`src/rtl/frame_snapshot_pkg.sv`:
```
// Shared types and default sizing for the frame snapshot controller.
package frame_snapshot_pkg;

   // Snapshot sequencing states
   typedef enum logic [1:0] {
      IDLE   = 2'd0,
      SETTLE = 2'd1,
      READY  = 2'd2,
      LOAD   = 2'd3
   } snap_state_t;

   localparam int unsigned SETTLE_CYC_DEF = 8;
   localparam int unsigned CNT_W_DEF      = 16;
   localparam int unsigned SAT_W_DEF      = 8;

endpackage : frame_snapshot_pkg

```
`src/rtl/sync_2ff.sv`:
```
// Two-flop synchronizer; both stages exposed so callers can spot an edge still in flight.
module sync_2ff #(
   parameter int unsigned W = 1
) (
   input  logic         clk,
   input  logic         rst_n,
   input  logic [W-1:0] d,
   output logic [W-1:0] q1,
   output logic [W-1:0] q2
);

   // Synchronizer chain
   always_ff @(posedge clk or negedge rst_n) begin
      if (!rst_n) begin
         q1 <= '0;
         q2 <= '0;
      end else begin
         q1 <= d;
         q2 <= q1;
      end
   end

endmodule : sync_2ff

```
`src/rtl/frame_snapshot_ctrl.sv`:
```
// Issues one shadow-register load strobe per vertical blank, once new game state has settled.
module frame_snapshot_ctrl
   import frame_snapshot_pkg::*;
#(
   parameter int unsigned SETTLE_CYC = SETTLE_CYC_DEF,
   parameter int unsigned CNT_W      = CNT_W_DEF,
   parameter int unsigned SAT_W      = SAT_W_DEF
) (
   input  logic             clk,
   input  logic             rst_n,
   input  logic             game_tick,
   input  logic             vs,
   input  logic             enable,
   output logic             snap_en,
   output logic             pending,
   output logic [CNT_W-1:0] frame_cnt,
   output logic [SAT_W-1:0] drop_cnt,
   output logic [SAT_W-1:0] miss_cnt
);

   localparam int unsigned SET_W = (SETTLE_CYC > 1) ? $clog2(SETTLE_CYC) : 1;
   localparam logic [SET_W-1:0] SET_LAST = SET_W'(SETTLE_CYC - 1);

   snap_state_t      state, state_next;
   logic [SET_W-1:0] cnt, cnt_next;
   logic             drop_inc;

   logic t1, t2, t3;
   logic v1_unused, v2;
   logic tick_rise, in_flight, vb, vb_q, vb_fall, vb_done, miss_hit;

   // Bring the game clock into the pixel domain
   sync_2ff #(.W(1)) u_sync_tick (
      .clk   (clk),
      .rst_n (rst_n),
      .d     (game_tick),
      .q1    (t1),
      .q2    (t2)
   );

   // Bring vertical sync into the pixel domain; its first stage is not needed here
   sync_2ff #(.W(1)) u_sync_vs (
      .clk   (clk),
      .rst_n (rst_n),
      .d     (vs),
      .q1    (v1_unused),
      .q2    (v2)
   );

   assign tick_rise = t2 & ~t3;
   assign in_flight = t1 ^ t2;
   assign vb        = ~v2;
   assign vb_fall   = vb_q & ~vb;
   // A vblank that ends while a loaded-nothing state is waiting counts as a miss
   assign miss_hit  = vb_fall & ~vb_done & ((state == SETTLE) | (state == READY));

   // Edge-detect delay flops and per-vblank load lockout
   always_ff @(posedge clk or negedge rst_n) begin
      if (!rst_n) begin
         t3      <= 1'b0;
         vb_q    <= 1'b0;
         vb_done <= 1'b0;
      end else begin
         t3   <= t2;
         vb_q <= vb;
         if (vb_fall) begin
            vb_done <= 1'b0;
         end else if (state == LOAD) begin
            vb_done <= 1'b1;
         end
      end
   end

   // State and settle counter registers
   always_ff @(posedge clk or negedge rst_n) begin
      if (!rst_n) begin
         state <= IDLE;
         cnt   <= '0;
      end else begin
         state <= state_next;
         cnt   <= cnt_next;
      end
   end

   // Next-state logic: settle new game state, then load once inside vblank
   always_comb begin
      state_next = state;
      cnt_next   = cnt;
      drop_inc   = 1'b0;
      case (state)
         IDLE: begin
            if (tick_rise) begin
               state_next = SETTLE;
               cnt_next   = '0;
            end
         end
         SETTLE: begin
            if (tick_rise) begin
               cnt_next = '0;
            end else if (cnt == SET_LAST) begin
               state_next = READY;
            end else begin
               cnt_next = cnt + SET_W'(1);
            end
         end
         READY: begin
            if (tick_rise) begin
               state_next = SETTLE;
               cnt_next   = '0;
               drop_inc   = 1'b1;
            end else if (vb && !vb_done && enable && !in_flight) begin
               state_next = LOAD;
            end else if (vb && in_flight) begin
               // a game edge is racing the load; wait for it to settle
               state_next = SETTLE;
               cnt_next   = '0;
            end
         end
         LOAD: begin
            if (tick_rise) begin
               state_next = SETTLE;
               cnt_next   = '0;
            end else begin
               state_next = IDLE;
            end
         end
         default: begin
            state_next = IDLE;
            cnt_next   = '0;
         end
      endcase
   end

   // Registered strobe and status, aligned with the state register
   always_ff @(posedge clk or negedge rst_n) begin
      if (!rst_n) begin
         snap_en <= 1'b0;
         pending <= 1'b0;
      end else begin
         snap_en <= (state_next == LOAD);
         pending <= (state_next != IDLE);
      end
   end

   // Load count wraps; drop and miss counts saturate
   always_ff @(posedge clk or negedge rst_n) begin
      if (!rst_n) begin
         frame_cnt <= '0;
         drop_cnt  <= '0;
         miss_cnt  <= '0;
      end else begin
         if (state == LOAD) begin
            frame_cnt <= frame_cnt + CNT_W'(1);
         end
         if (drop_inc && (drop_cnt != '1)) begin
            drop_cnt <= drop_cnt + SAT_W'(1);
         end
         if (miss_hit && (miss_cnt != '1)) begin
            miss_cnt <= miss_cnt + SAT_W'(1);
         end
      end
   end

endmodule : frame_snapshot_ctrl

```
`config.mk`:
```
export PLATFORM = sky130hd
export DESIGN_NAME = frame_snapshot_ctrl
export DESIGN_NICKNAME = d
export VERILOG_FILES = /design/src/rtl/frame_snapshot_pkg.sv /design/src/rtl/sync_2ff.sv /design/src/rtl/frame_snapshot_ctrl.sv
export SDC_FILE = /design/constraint.sdc
export NUM_CORES = 1
export LEC_CHECK = 0
export BUFFER_PORTS_ARGS = -buffer_cell sky130_fd_sc_hd__buf_2
export CAP_MARGIN = 20
export CORE_UTILIZATION = 41
export CTS_CLUSTER_DIAMETER = 40
export DETAILED_ROUTE_END_ITERATION = 8
export HOLD_SLACK_MARGIN = 0.1
export SETUP_SLACK_MARGIN = 0.1
export SYNTH_ARGS = -nofsm -noshare
export SYNTH_HDL_FRONTEND = slang
export SYNTH_HIERARCHICAL = 1
export SYNTH_SLANG_ARGS = --single-unit
```
`constraint.sdc`:
```
create_clock -name clk -period 2 [get_ports clk]
set_clock_uncertainty 0.05 [all_clocks]
set_input_delay 0 -clock clk [delete_from_list [all_inputs] [get_ports clk]]
set_output_delay 0 -clock clk [all_outputs]
set_load 0.05 [all_outputs]
```
[After elaboration in Yosys (flattened, before gate mapping)]
Index checks and enable logic that the tools add are counted.
Word-level totals
  register bits: 46
  logic and storage cells: 70
  memory bits (writable): 0
  bits of input ports: 5
  bits in latches: 0
  memories kept: 0
  output and inout bits: 34
  ROM bits: 0
Operators by class
  magnitude comparators: 0
  div/mod/pow operators: 0
  equal/unequal tests: 11
  bitwise gates (word level): 9
  reductions and logical operators: 13
  shift operators: 0
  add/subtract/negate cells: 4
  muxes and demuxes: 19
  $mul: 0
Operator list (count)
  two-way mux 3 bit: 6
  adder 16 x 1 -> 16 bit (second input constant): 1
  adder 8 x 1 -> 8 bit (second input constant): 2
  inequality test 8 bit (second input constant): 2
  two-way mux 2 bit: 6
  case mux 3 bit (3 select lines): 1
  case mux 2 bit (4 select lines): 1
  == test 2 bit (second input constant): 3
  logical AND 1 bit: 6
  inequality test 3 bit (second input constant): 2
  two-way mux 1 bit: 5
  bitwise AND 1 bit: 4
  AND reduction 4 bit: 1
  nonzero test 2 bit: 2
  adder 3 x 1 -> 3 bit (second input constant): 1
  == test 3 bit (second input constant): 1
  inequality test 3 x 2 -> 1 bit (second input constant): 1
  NOT 1 bit: 3
  == test 2 x 1 -> 1 bit (second input constant): 1
  zero test 1 bit: 2
  zero test 2 bit: 1
  inequality test 2 x 1 -> 1 bit (second input constant): 1
  OR reduction 2 bit: 1
  bitwise OR 1 bit: 1
  bitwise XOR 1 bit: 1

[Logic depth before layout (Yosys ltp)]
  word-level depth: 8
  gate-level depth with buffers: 6

[Cells and area by module]
The synthesis kept the hierarchy.
By module, submodules not included
  frame_snapshot_ctrl: area each 1976.9 µm², instances 1, cells an instance 167
  sync_2ff: area each 50.0 µm², instances 2, cells an instance 2

[Worst setup path before layout]
No wires, ideal clock.
  path type: reg2reg
  start point: reg drop_cnt[0]
  end point: reg drop_cnt[1]
  slack: 0.000 ns
  path buffers: 0
  cell stages (with the launch flop): 5
  setup time: 0.127 ns
  clock period less this slack: 2.000 ns
  data arrival time: 1.823 ns
  path through: dfrtp_1 -> ha_1 -> and3_4 -> a311oi_4 -> mux2_1
On the way
  word-level cells in the longest chain between the ends: 2
  elaborated cells between the ends (all ways): 3
  those cells by class: add/sub (1); eq/ne (1); reduce/logical (1)
Ends and longest elaborated chain
  start: declaration: line frame_snapshot_ctrl.sv:17  | output logic [SAT_W-1:0] drop_cnt,
  start signal: assignment: line frame_snapshot_ctrl.sv:156  | drop_cnt <= drop_cnt + SAT_W'(1);
  parallel branches: the longest is 2 deep, another holds adder 8 x 1 -> 8 bit
Parallel ways; which one is timed is not known.
A chain may end at the register's enable or synchronous reset.

[Final worst setup path]
  start point: reg state[1]
  end point: reg miss_cnt[1]
On the way
  word-level cells in the longest chain between the ends: 4
  elaborated cells between the ends (all ways): 5
  those cells by class: eq/ne (2); bitwise (2); reduce/logical (1)
Ends and longest elaborated chain
  start: declaration: line frame_snapshot_ctrl.sv:24  | snap_state_t state, state_next;
  start signal: assignment: line frame_snapshot_ctrl.sv:80  | state <= state_next;
  == test 2 x 1 -> 1 bit / == test 2 bit (equally long branches): line frame_snapshot_ctrl.sv:55  | assign miss_hit = vb_fall & ~vb_done & ((state == SETTLE) | (state == READY));
  bitwise OR 1 bit (*): line frame_snapshot_ctrl.sv:55
  bitwise AND 1 bit (*): line frame_snapshot_ctrl.sv:55
  logical AND 1 bit (*): line frame_snapshot_ctrl.sv:158  | if (miss_hit && (miss_cnt != '1)) begin
  end signal: assignment: line frame_snapshot_ctrl.sv:159  | miss_cnt <= miss_cnt + SAT_W'(1);
  end: declaration: line frame_snapshot_ctrl.sv:18  | output logic [SAT_W-1:0] miss_cnt
Every way passes the cells marked *; elsewhere a longest branch is shown, timed or not.

==> key figures <==
Run
  • Number of max-cap violations: 0

Detailed routing
  • Number of vias per cell: 4.93
  • DRT Pass-1 Iters: 4
  • Drc violations: 0
  • Wirelength per Cell: 13.3 um
  • Antenna Violating Nets Remaining: 0
  • Via count: 1435
  • Initial DRC Count: 69
  • DRT Wirelength: 3870 um

Synth
  • Main area contributors after synthesis: dfrtp_1 55%, xnor2_1 9.7%, ha_1 5.4%
  • Mapped Cells: 171
  • Post-synth EDFFs: 0
  • Synth cell count leaders: 46 x dfrtp_1, 23 x xnor2_1, 13 x nand2_1, 10 x and3_1
  • Mapped Nets: 185
  • Number of synthesized register bits: 46
  • Cell Area, Synth: 2080 um^2
  • Top FF cell, synth: dfrtp_1
  • Most common cell in the netlist: dfrtp_1
  • Avg Cell Area, Syn: 12.1 um^2
  • Synth top area share: 0.554
  • Post-synth top area cell: dfrtp_1
  • Distinct cell type count after synthesis: 35
  • Seq/Total Area, Yosys: 0.554
  • YS warnings: 6
  • Asr flop ratio synth: 1.00

Timing
  • Tightest Pin Transition: 426 ps
  • # setup viols final: 0
  • Period utilization: 0.916
  • Max transition margin: 0.716
  • Max-slew violation count: 0
  • Fmax achieved: 546 MHz
  • RSZ-0062 raised after global routing: true
  • Tmin final: 1830 ps
  • Setup_tns: 0 ps
  • Setup WS post-layout: 168 ps
  • Final hold viol count: 0

Finish
  • Fin nets: 237
  • Share of cells above drive strength 1: 0.299
  • Layout area overhead: 21.1%
  • Fill cells: 425
  • Finished Core Util: 0.526
  • Inserted Diodes: 0

Floorplanning
  • Die Width: 73.2 um
  • I/O Pins: 39
  • Core box area: 4790 um^2
  • Initial core utilization: 0.434
  • Die area: 5350 um^2
  • Die height: 73.2 um
  • Row cnt: 25

Pwr
  • Peak VDD IR: 752 uV
  • Pleak: 1.28 nW
  • Pwr dens: 929 nW/um^2

Clocking
  • Worst-path clk slew: 80 ps
  • CTS tree: done
  • Worst-Skew Late Latency: 290 ps
  • Root buffer cell: clkbuf_8
  • CTS buffer count: 5
  • Clock Sinks: 46
  • H-tree depth: 2
  • Clock tree buffer depth: 2

Placement
  • DP Worst Slack: 149 ps
  • Port Buffers: 38
  • HPWL after detailed placement: 2870 um
  • Final GP Congestion: 0.929

Setup path
  • Max incr delay on CP: 450 ps
  • CP Class: flop to flop
  • Crit path from: state[1]$_DFF_PN0_
  • R2r worst-path depth: 5
  • Critical path cell sequence: inv_1, ha_1, nand4b_1, a21oi_2, mux2_2
  • Critical Path AT: 1970 ps
  • R2R Path End: miss_cnt[1]$_DFFE_PN0P_
  • CP max stage cell: dfrtp_1
  • R2R Path Start: state[1]$_DFF_PN0_
  • Crit-path max FO: 5
  • Startpoint types: flop
  • R2R setup slack: 170 ps
  • Worst Path Required: 2130 ps
  • Crit path capture type: flop

GRT
  • Grt total ovfl: 0
  • Largest net degree at the start of global routing: 19
  • Antenna violations before repair: 0
  • First-pass GRT wire length: 6330 um
  • Global-route usage over all layers: 0.157
  • Vias in the first global route: 1398

Worst hold path
  • Worst Hold Class: input pin to asynchronous set/reset pin

Outcome
  • Status: finished, final reports clean
-- stage by stage --
step / hold slack (ps) / instance area [um^2] / instances / total power [mW]
2_1_floorplan: -346 / 2080 / 171 / 1.64
3_3_place_gp: -94.9 / 2380 / 278 / 1.79
3_5_place_dp: -86.3 / 2380 / 278 / 1.82
4_1_cts: 124 / 2490 / 289 / 2.37
5_1_grt: 150 / 2520 / 291 / 2.48
6_report: 124 / 2520 / 291 / 2.34
-- timing repair --
action	CTS	global route
buffers inserted	0	2
resized for setup	0	3
endpoints found under the setup margin	0	9
hold buffers	3	0
hold endpoints to repair	48	0
-- worst max path at each step --
stage / endpoint / slack (ps) / cells past startpoint
after floorplan: drop_cnt[1]$_DFFE_PN0P_ / 110 / 4
after global placement: drop_cnt[1]$_DFFE_PN0P_ / 230 / 4
after detailed placement: drop_cnt[1]$_DFFE_PN0P_ / 150 / 4
after CTS: drop_cnt[1]$_DFFE_PN0P_ / 140 / 4
after global routing: miss_cnt[5]$_DFFE_PN0P_ / 100 / 6
final: miss_cnt[1]$_DFFE_PN0P_ / 170 / 5
-- cells by family after synthesis --
| group | after synthesis | share of synthesized area |
|---|---|---|
| fa+ha+maj | 9 | 0.0542 |
| xor+xnor | 30 | 0.127 |
| simple gates | 56 | 0.157 |
| flops | 46 | 0.554 |
| mux | 6 | 0.0325 |
| buf+inv | 9 | 0.0169 |
| compound gates | 15 | 0.0590 |
-- metal layers --
layer,vias up,part of all wire,global-route usage
met5,-,0,0
li1,696,-,-
met1,701,0.46,0.202
met3,9,0.036,0.0428
met2,29,0.49,0.250
met4,0,0.018,0.0654
-- layout make-up --
type / instances / area [um^2] / area share
clock inverter: 2 / 10.0 / 0.00398
tap: 67 / 83.8 / 0.0333
timing repair buffer: 46 / 258 / 0.102
inverter: 8 / 30.0 / 0.0119
clock buffer: 6 / 72.6 / 0.0288
multi-input combinational: 116 / 907 / 0.361
sequential: 46 / 1150 / 0.459
-- critical path, delay by kind of cell, from the launching register on --
kind / cells / cell delay [ps]
AOI/OAI and AO/OA: 1 / 280
DFF: 1 / 450
muxes: 1 / 360
and+or+nand+nor: 1 / 180
adders and majority gates: 1 / 310
buffers and inverters: 1 / 90
-- flip-flops by register name, indices dropped and copies added, names as in the netlist, 2 cells and up --
name	count
miss_cnt	8
cnt	3
state	2
frame_cnt	16
drop_cnt	8
-- power by group --
| part | internal (mW) | total (mW) | switching [mW] |
|---|---|---|---|
| combinational | 0.211 | 0.663 | 0.451 |
| sequential | 1.04 | 1.15 | 0.111 |
| clock | 0.242 | 0.527 | 0.284 |
| total | 1.49 | 2.34 | 0.847 |
-- placed cells by master (no fill, tap or decap), drive strengths merged --
master / count
dfrtp: 46
buf: 43
xnor2: 23
nand2: 13
and3: 11
nand4: 9
ha: 9
inv: 8
xor2: 7
mux2: 6
clkbuf: 6
nor2: 5
a21oi: 5
nand3: 4
nor3: 4
dlygate4sd3: 3
nor2b: 2
and4: 2
clkinv: 2
nand2b: 2
a311oi: 2
a211oi: 2
o21ai: 2
o2111ai: 1
o311ai: 1
and3b: 1
nand3b: 1
a211o: 1
a31oi: 1
nand4b: 1
nor3b: 1
(Power assumes the default switching activity.)
